==> src/rtl/move_sequencer.sv <==
`default_nettype none
// ============================================================================
// move_sequencer : mouse square clicks -> pick/place strobes for the board
// Revision       : 1.0 - initial release
// ============================================================================
module move_sequencer #(
    parameter int MOVE_CNT_W  = 10,
    parameter int LOOKUP_LAT  = 2,
    parameter bit WHITE_FIRST = 1'b1
) (
    input  logic                  clk,
    input  logic                  rst,
    input  logic                  click,
    input  logic [5:0]            click_pos,
    input  logic                  cancel,
    input  logic [3:0]            figure_code,
    output logic [5:0]            query_xy,
    output logic [5:0]            figure_position,
    output logic                  pick_piece,
    output logic                  place_piece,
    output logic                  white_turn,
    output logic                  piece_held,
    output logic                  reject,
    output logic                  capture,
    output logic [3:0]            captured_code,
    output logic                  game_over,
    output logic [MOVE_CNT_W-1:0] move_count
);

    typedef enum logic [2:0] {
        IDLE      = 3'd0,
        SRC_WAIT  = 3'd1,
        SRC_CHECK = 3'd2,
        HOLD      = 3'd3,
        DST_WAIT  = 3'd4,
        DST_CHECK = 3'd5,
        PLACE     = 3'd6,
        OVER      = 3'd7
    } state_t;

    localparam int CNT_W = (LOOKUP_LAT > 2) ? $clog2(LOOKUP_LAT - 1) : 1;
    localparam logic [CNT_W-1:0] WAIT_LOAD = CNT_W'((LOOKUP_LAT > 1) ? (LOOKUP_LAT - 2) : 0);
    // With a single-cycle lookup there is nothing to wait for.
    localparam state_t SRC_NEXT = (LOOKUP_LAT > 1) ? SRC_WAIT : SRC_CHECK;
    localparam state_t DST_NEXT = (LOOKUP_LAT > 1) ? DST_WAIT : DST_CHECK;

    state_t                  state, state_nxt;
    logic [5:0]              src, src_nxt;
    logic [5:0]              dst, dst_nxt;
    logic [5:0]              query_nxt;
    logic [5:0]              fpos_nxt;
    logic                    pick_nxt, place_nxt, reject_nxt, capture_nxt;
    logic [3:0]              cap_code_nxt;
    logic                    held_nxt, over_nxt, white_nxt;
    logic [MOVE_CNT_W-1:0]   count_nxt;
    logic [CNT_W-1:0]        wait_cnt, wait_cnt_nxt;
    logic                    king_hit, king_hit_nxt;

    function automatic logic is_own(input logic [3:0] code, input logic white);
        if (white) begin
            return (code >= 4'd1) && (code <= 4'd6);
        end
        return (code >= 4'd7) && (code <= 4'd12);
    endfunction

    always_ff @(posedge clk or posedge rst) begin
        if (rst) begin
            state           <= IDLE;
            src             <= 6'd0;
            dst             <= 6'd0;
            query_xy        <= 6'd0;
            figure_position <= 6'd0;
            pick_piece      <= 1'b0;
            place_piece     <= 1'b0;
            reject          <= 1'b0;
            capture         <= 1'b0;
            captured_code   <= 4'd0;
            piece_held      <= 1'b0;
            game_over       <= 1'b0;
            white_turn      <= WHITE_FIRST;
            move_count      <= '0;
            wait_cnt        <= '0;
            king_hit        <= 1'b0;
        end else begin
            state           <= state_nxt;
            src             <= src_nxt;
            dst             <= dst_nxt;
            query_xy        <= query_nxt;
            figure_position <= fpos_nxt;
            pick_piece      <= pick_nxt;
            place_piece     <= place_nxt;
            reject          <= reject_nxt;
            capture         <= capture_nxt;
            captured_code   <= cap_code_nxt;
            piece_held      <= held_nxt;
            game_over       <= over_nxt;
            white_turn      <= white_nxt;
            move_count      <= count_nxt;
            wait_cnt        <= wait_cnt_nxt;
            king_hit        <= king_hit_nxt;
        end
    end

    always_comb begin
        state_nxt    = state;
        src_nxt      = src;
        dst_nxt      = dst;
        query_nxt    = query_xy;
        fpos_nxt     = figure_position;
        pick_nxt     = 1'b0;
        place_nxt    = 1'b0;
        reject_nxt   = 1'b0;
        capture_nxt  = 1'b0;
        cap_code_nxt = captured_code;
        held_nxt     = piece_held;
        over_nxt     = game_over;
        white_nxt    = white_turn;
        count_nxt    = move_count;
        wait_cnt_nxt = wait_cnt;
        king_hit_nxt = king_hit;

        case (state)
            IDLE: begin
                if (click) begin
                    src_nxt      = click_pos;
                    query_nxt    = click_pos;
                    wait_cnt_nxt = WAIT_LOAD;
                    state_nxt    = SRC_NEXT;
                end
            end
            SRC_WAIT: begin
                if (wait_cnt == '0) begin
                    state_nxt = SRC_CHECK;
                end else begin
                    wait_cnt_nxt = wait_cnt - 1'b1;
                end
            end
            SRC_CHECK: begin
                if (is_own(figure_code, white_turn)) begin
                    fpos_nxt  = src;
                    pick_nxt  = 1'b1;
                    held_nxt  = 1'b1;
                    state_nxt = HOLD;
                end else begin
                    reject_nxt = 1'b1;
                    state_nxt  = IDLE;
                end
            end
            HOLD: begin
                // Cancel takes priority over a simultaneous click.
                if (cancel) begin
                    fpos_nxt  = src;
                    place_nxt = 1'b1;
                    held_nxt  = 1'b0;
                    state_nxt = IDLE;
                end else if (click) begin
                    dst_nxt      = click_pos;
                    query_nxt    = click_pos;
                    wait_cnt_nxt = WAIT_LOAD;
                    state_nxt    = DST_NEXT;
                end
            end
            DST_WAIT: begin
                if (wait_cnt == '0) begin
                    state_nxt = DST_CHECK;
                end else begin
                    wait_cnt_nxt = wait_cnt - 1'b1;
                end
            end
            DST_CHECK: begin
                if (dst == src) begin
                    fpos_nxt  = src;
                    place_nxt = 1'b1;
                    held_nxt  = 1'b0;
                    state_nxt = IDLE;
                end else if (is_own(figure_code, white_turn) || (figure_code >= 4'd13)) begin
                    reject_nxt = 1'b1;
                    state_nxt  = HOLD;
                end else begin
                    fpos_nxt     = dst;
                    place_nxt    = 1'b1;
                    held_nxt     = 1'b0;
                    king_hit_nxt = (figure_code == 4'd6) || (figure_code == 4'd12);
                    if (figure_code != 4'd0) begin
                        capture_nxt  = 1'b1;
                        cap_code_nxt = figure_code;
                    end
                    state_nxt = PLACE;
                end
            end
            PLACE: begin
                white_nxt = ~white_turn;
                count_nxt = move_count + 1'b1;
                if (king_hit) begin
                    over_nxt  = 1'b1;
                    state_nxt = OVER;
                end else begin
                    state_nxt = IDLE;
                end
            end
            OVER: begin
                state_nxt = OVER;
            end
            default: begin
                state_nxt = IDLE;
            end
        endcase
    end

endmodule
`default_nettype wire

==> config.mk <==
export PLATFORM = sky130hd
export DESIGN_NAME = move_sequencer
export DESIGN_NICKNAME = d
export VERILOG_FILES = /design/src/rtl/move_sequencer.sv
export SDC_FILE = /design/constraint.sdc
export NUM_CORES = 1
export LEC_CHECK = 0
export CORE_AREA = 2 2 69 71
export DETAILED_ROUTE_END_ITERATION = 16
export DIE_AREA = 0 0 71 73
export PLACE_DENSITY = 0.92
export SLEW_MARGIN = 10
export SYNTH_ARGS = -nofsm -noshare
export SYNTH_HDL_FRONTEND = slang
export SYNTH_SLANG_ARGS = --single-unit
==> constraint.sdc <==
create_clock -name clk -period 2.9 [get_ports clk]
set_input_delay 0.58 -clock clk [delete_from_list [all_inputs] [get_ports clk]]
set_output_delay 0.58 -clock clk [all_outputs]
set_load 0.01 [all_outputs]
==> run summary <==
Setup-failing EPs final = 0
Initial core utilization = 52.4%
Flops & latches, synth = 49
Clock network power share = 13.2%
Worst min path class = reg -> reg
Internal = 1910 uW
Diodes inserted = 0
YS warnings = 0
Reg2reg start = state[1]
Final-report hold violation count = 0
GRT Total Usage = 20.1%
DRT Wirelength = 4.70 mm
Core Region = 4540 um2
Sw power = 978 uW
Initial antenna violation count = 0
Element type at the critical path end = flip-flop
Worst R2R End = figure_position[0]
Arr. time, crit path = 2.69 ns
Share of cells above drive strength 1 = 18.7%
Sw Share = 33.9%
Setup TNS = 0 ns
Post-synth top flop = dfrtp_1
Slew @ Worst Pin = 0.592 ns
CTS Buffer Depth = 2
# IOs = 47
Fin crit share = 86.4%
HPWL Detailed = 3.42 mm
P per Cell Area = 974 nW/um2
Synth Area in Simple Gates = 11.1%
Slowest-stage cell, CP = clkdlybuf4s50_1
Synth Area in Compound Gates = 11.7%
R2R cell count = 5
Peak VDD IR = 0.541 mV
Post-Syn Area = 2370 um2
Largest family of logic cells by synthesized area = multiplexers
Final Wtd Congestion = 0.769
RSZ-0062 raised after global routing = no
Max-cap viol count = 0
Hold Path Origin = game_over
CP Buf/Inv Count = 1
Leak = 0.00127 uW
CTS H-Tree Depth = 2
Sequential share of power = 41.7%
Synth Area per Inst = 11.7 um2
Placement Setup Slack = 0.0878 ns
Setup bufs post-CTS = 0
Setup crit start kind = primary input
Pin count of the biggest net entering global routing = 26
CTS tree = done
CP Max Fanout = 12
DRC Markers = 0
Gr ovfl total = 0
Die H = 73 um
Clock transition at path regs = 0.08 ns
End of the worst hold path = game_over
Hold depth = 1
Final Core Density = 65.4%
CP required = 3.08 ns
Syn nets = 218
Latest clock arrival within the worst-skew pair = 0.30 ns
Crit Path Class = in -> reg
Slowest stage delay, CP = 0.70 ns
Final Max Slew Viols = 0
Row Count = 25
Root Driver = clkbuf_8
Synth Area in Adders = 0.527%
Comb pwr share = 45.1%
Post-Syn Instances = 203
Outcome = completed
Routed vias = 1742
Fin crit period = 2.51 ns
Cts bufs inserted = 5
R2R setup slack = 0.71 ns
Delay-heaviest family, CP = buffers and inverters
Clk sinks = 49
# resized after CTS = 0
Sequential area share after synthesis = 51.7%
Via/cell ratio = 5.69
Layout area overhead = 24.9%
EDFF count, synth = 0
First-pass DRT Iterations = 4
Fin nets = 266
Worst Clk Skew = 0.00668 ns
Crit-path cells = clkdlybuf4s50_1 > xnor2_1 > a31oi_1 > nand3_2 > a221oi_4 > mux2_2
Worst setup margin = 0.393 ns
Die span in x = 71 um
Post-route ant nets = 0
Peak Freq = 0.399 GHz
Global-route wire length before repair = 8.20 mm
XOR/XNOR Fraction of Synth Area = 6.64%
Avg WL per Cell = 15.3 um
Slew margin rel. = 60.2%
Netlist cell types = 38
CTS Hold Bufs = 0
Drt initial violations = 184
Asr flop ratio synth = 100%
Die Area = 5180 um2
Final Power = 2890 uW
Vias in the first global route = 1758
Fraction of synthesized area in multiplexers = 14.7%
Port Buf Inserts = 46
[synthesized netlist by cell type, types with 3 or more instances]
cell type / number / area, um2
o21ai_0: 5 / 25.0
o31ai_1: 3 / 22.5
buf_2: 5 / 25.0
inv_1: 6 / 22.5
clkbuf_1: 3 / 11.3
nor2b_1: 4 / 25.0
mux2_2: 31 / 349
a22o_1: 4 / 35.0
a21oi_1: 4 / 20.0
xnor2_1: 14 / 123
nand2_1: 13 / 48.8
and3_1: 4 / 25.0
o311ai_0: 5 / 43.8
nand2b_1: 3 / 18.8
nor2_1: 12 / 45.0
nand4_1: 4 / 25.0
a21o_1: 3 / 22.5
nor3_1: 4 / 20.0
xor2_1: 4 / 35.0
dfrtp_1: 48 / 1200
[metrics by stage]
| step | hold slack [ns] | area [um2] | std cells |
|---|---|---|---|
| after floorplan | 0.493 | 2370 | 203 |
| after global placement | 0.445 | 2890 | 298 |
| after detailed placement | 0.450 | 2890 | 298 |
| after CTS | 0.468 | 2970 | 306 |
| after global routing | 0.500 | 2970 | 306 |
| final | 0.462 | 2970 | 306 |
[routing by layer]
layer / part of all wire (%) / global-route usage (%) / wire [um]
met1: 44 / 25.3 / 2090
met2: 49 / 34.4 / 2280
met3: 5.7 / 5.52 / 268
met4: 1.2 / 5.45 / 57
met5: 0 / 0 / 0
[worst reg2reg max path, stage by stage (launching register included)]
cell,delay [ns]
dfrtp_1,0.52
nand3b_1,0.36
inv_1,0.13
o31a_1,0.22
a221oi_4,0.45
mux2_2,0.39
[power groups by stage]
stage	clock (uW)	sequential (uW)	combinational [uW]
4_1_cts	391	1210	1310
5_1_grt	419	1250	1420
3_5_place_dp	0	1220	1300
2_1_floorplan	0	1220	777
3_3_place_gp	0	1210	1260
6_report	381	1200	1300
[final cells by class]
| cell class | count | area, um2 |
|---|---|---|
| repair buffers | 52 | 505 |
| flip-flops and latches | 49 | 1230 |
| multi-input cells | 137 | 1060 |
| clock buffers | 8 | 80.1 |
| well taps | 54 | 67.6 |
| fillers | 352 | 1570 |
| inverters | 6 | 22.5 |
[worst max-delay path by stage]
stage | endpoint | cells after the start | slack [ns] | start
after floorplan | figure_position[0] | 6 | 0.88 | figure_code[1]
after global placement | figure_position[2] | 5 | 0.18 | figure_code[1]
after detailed placement | figure_position[5] | 6 | 0.09 | figure_code[1]
after CTS | figure_position[5] | 6 | 0.38 | figure_code[1]
after global routing | figure_position[0] | 6 | 0.29 | figure_code[1]
final | figure_position[0] | 6 | 0.39 | figure_code[1]
[layout by cell type (no fill, tap or decap)]
master           synthesis  routed
nor2b_1                  4       4
and2_1                   2       2
a32o_1                   1       1
a22o_1                   4       4
xor2_1                   4       4
nand2b_1                 3       3
inv_1                    6       5
and3_1                   4       4
a211o_1                  2       2
dfrtp_1                 48      48
ha_1                     1       1
clkdlybuf4s50_1          0      46
nor3b_1                  1       1
nand4_1                  4       4
nor4_1                   2       2
nand2_1                 13      13
or2_2                    1       1
buf_4                    2       6
o31a_1                   1       1
clkbuf_1                 3       3
o31ai_1                  3       3
nand3_2                  1       1
a211oi_1                 2       2
a31oi_1                  2       2
o311a_1                  1       1
mux2_2                  31      31
a21o_1                   3       3
o21ai_0                  5       5
xnor2_1                 14      14
a221oi_4                 1       1
nor2_1                  12      12
nand3b_1                 1       1
clkbuf_8                 0       5
o311ai_0                 5       5
nor3_1                   4       4
inv_2                    0       1
dfstp_2                  1       1
o32a_1                   1       1
a21oi_1                  4       4
[state kept, by name, summed over array words and instances (netlist names)]
name and flops:
pick_piece 1, query_xy 6, move_count 10, dst 6
white_turn 1, game_over 1, reject 1, src 6
piece_held 1, capture 1, state 3, captured_code 4
figure_position 6, place_piece 1, king_hit 1
[cells by family (layout without fill, tap and decap cells)]
logic type,after synthesis,after routing
AO/OA/AOI/OAI,35,35
adder cells (fa/ha/maj),1,1
flip-flops,49,49
buffers and inverters,17,66
AND/OR/NAND/NOR,52,52
multiplexers,31,31
XOR/XNOR,18,18
Note: power is estimated with default switching activity, not from simulation.
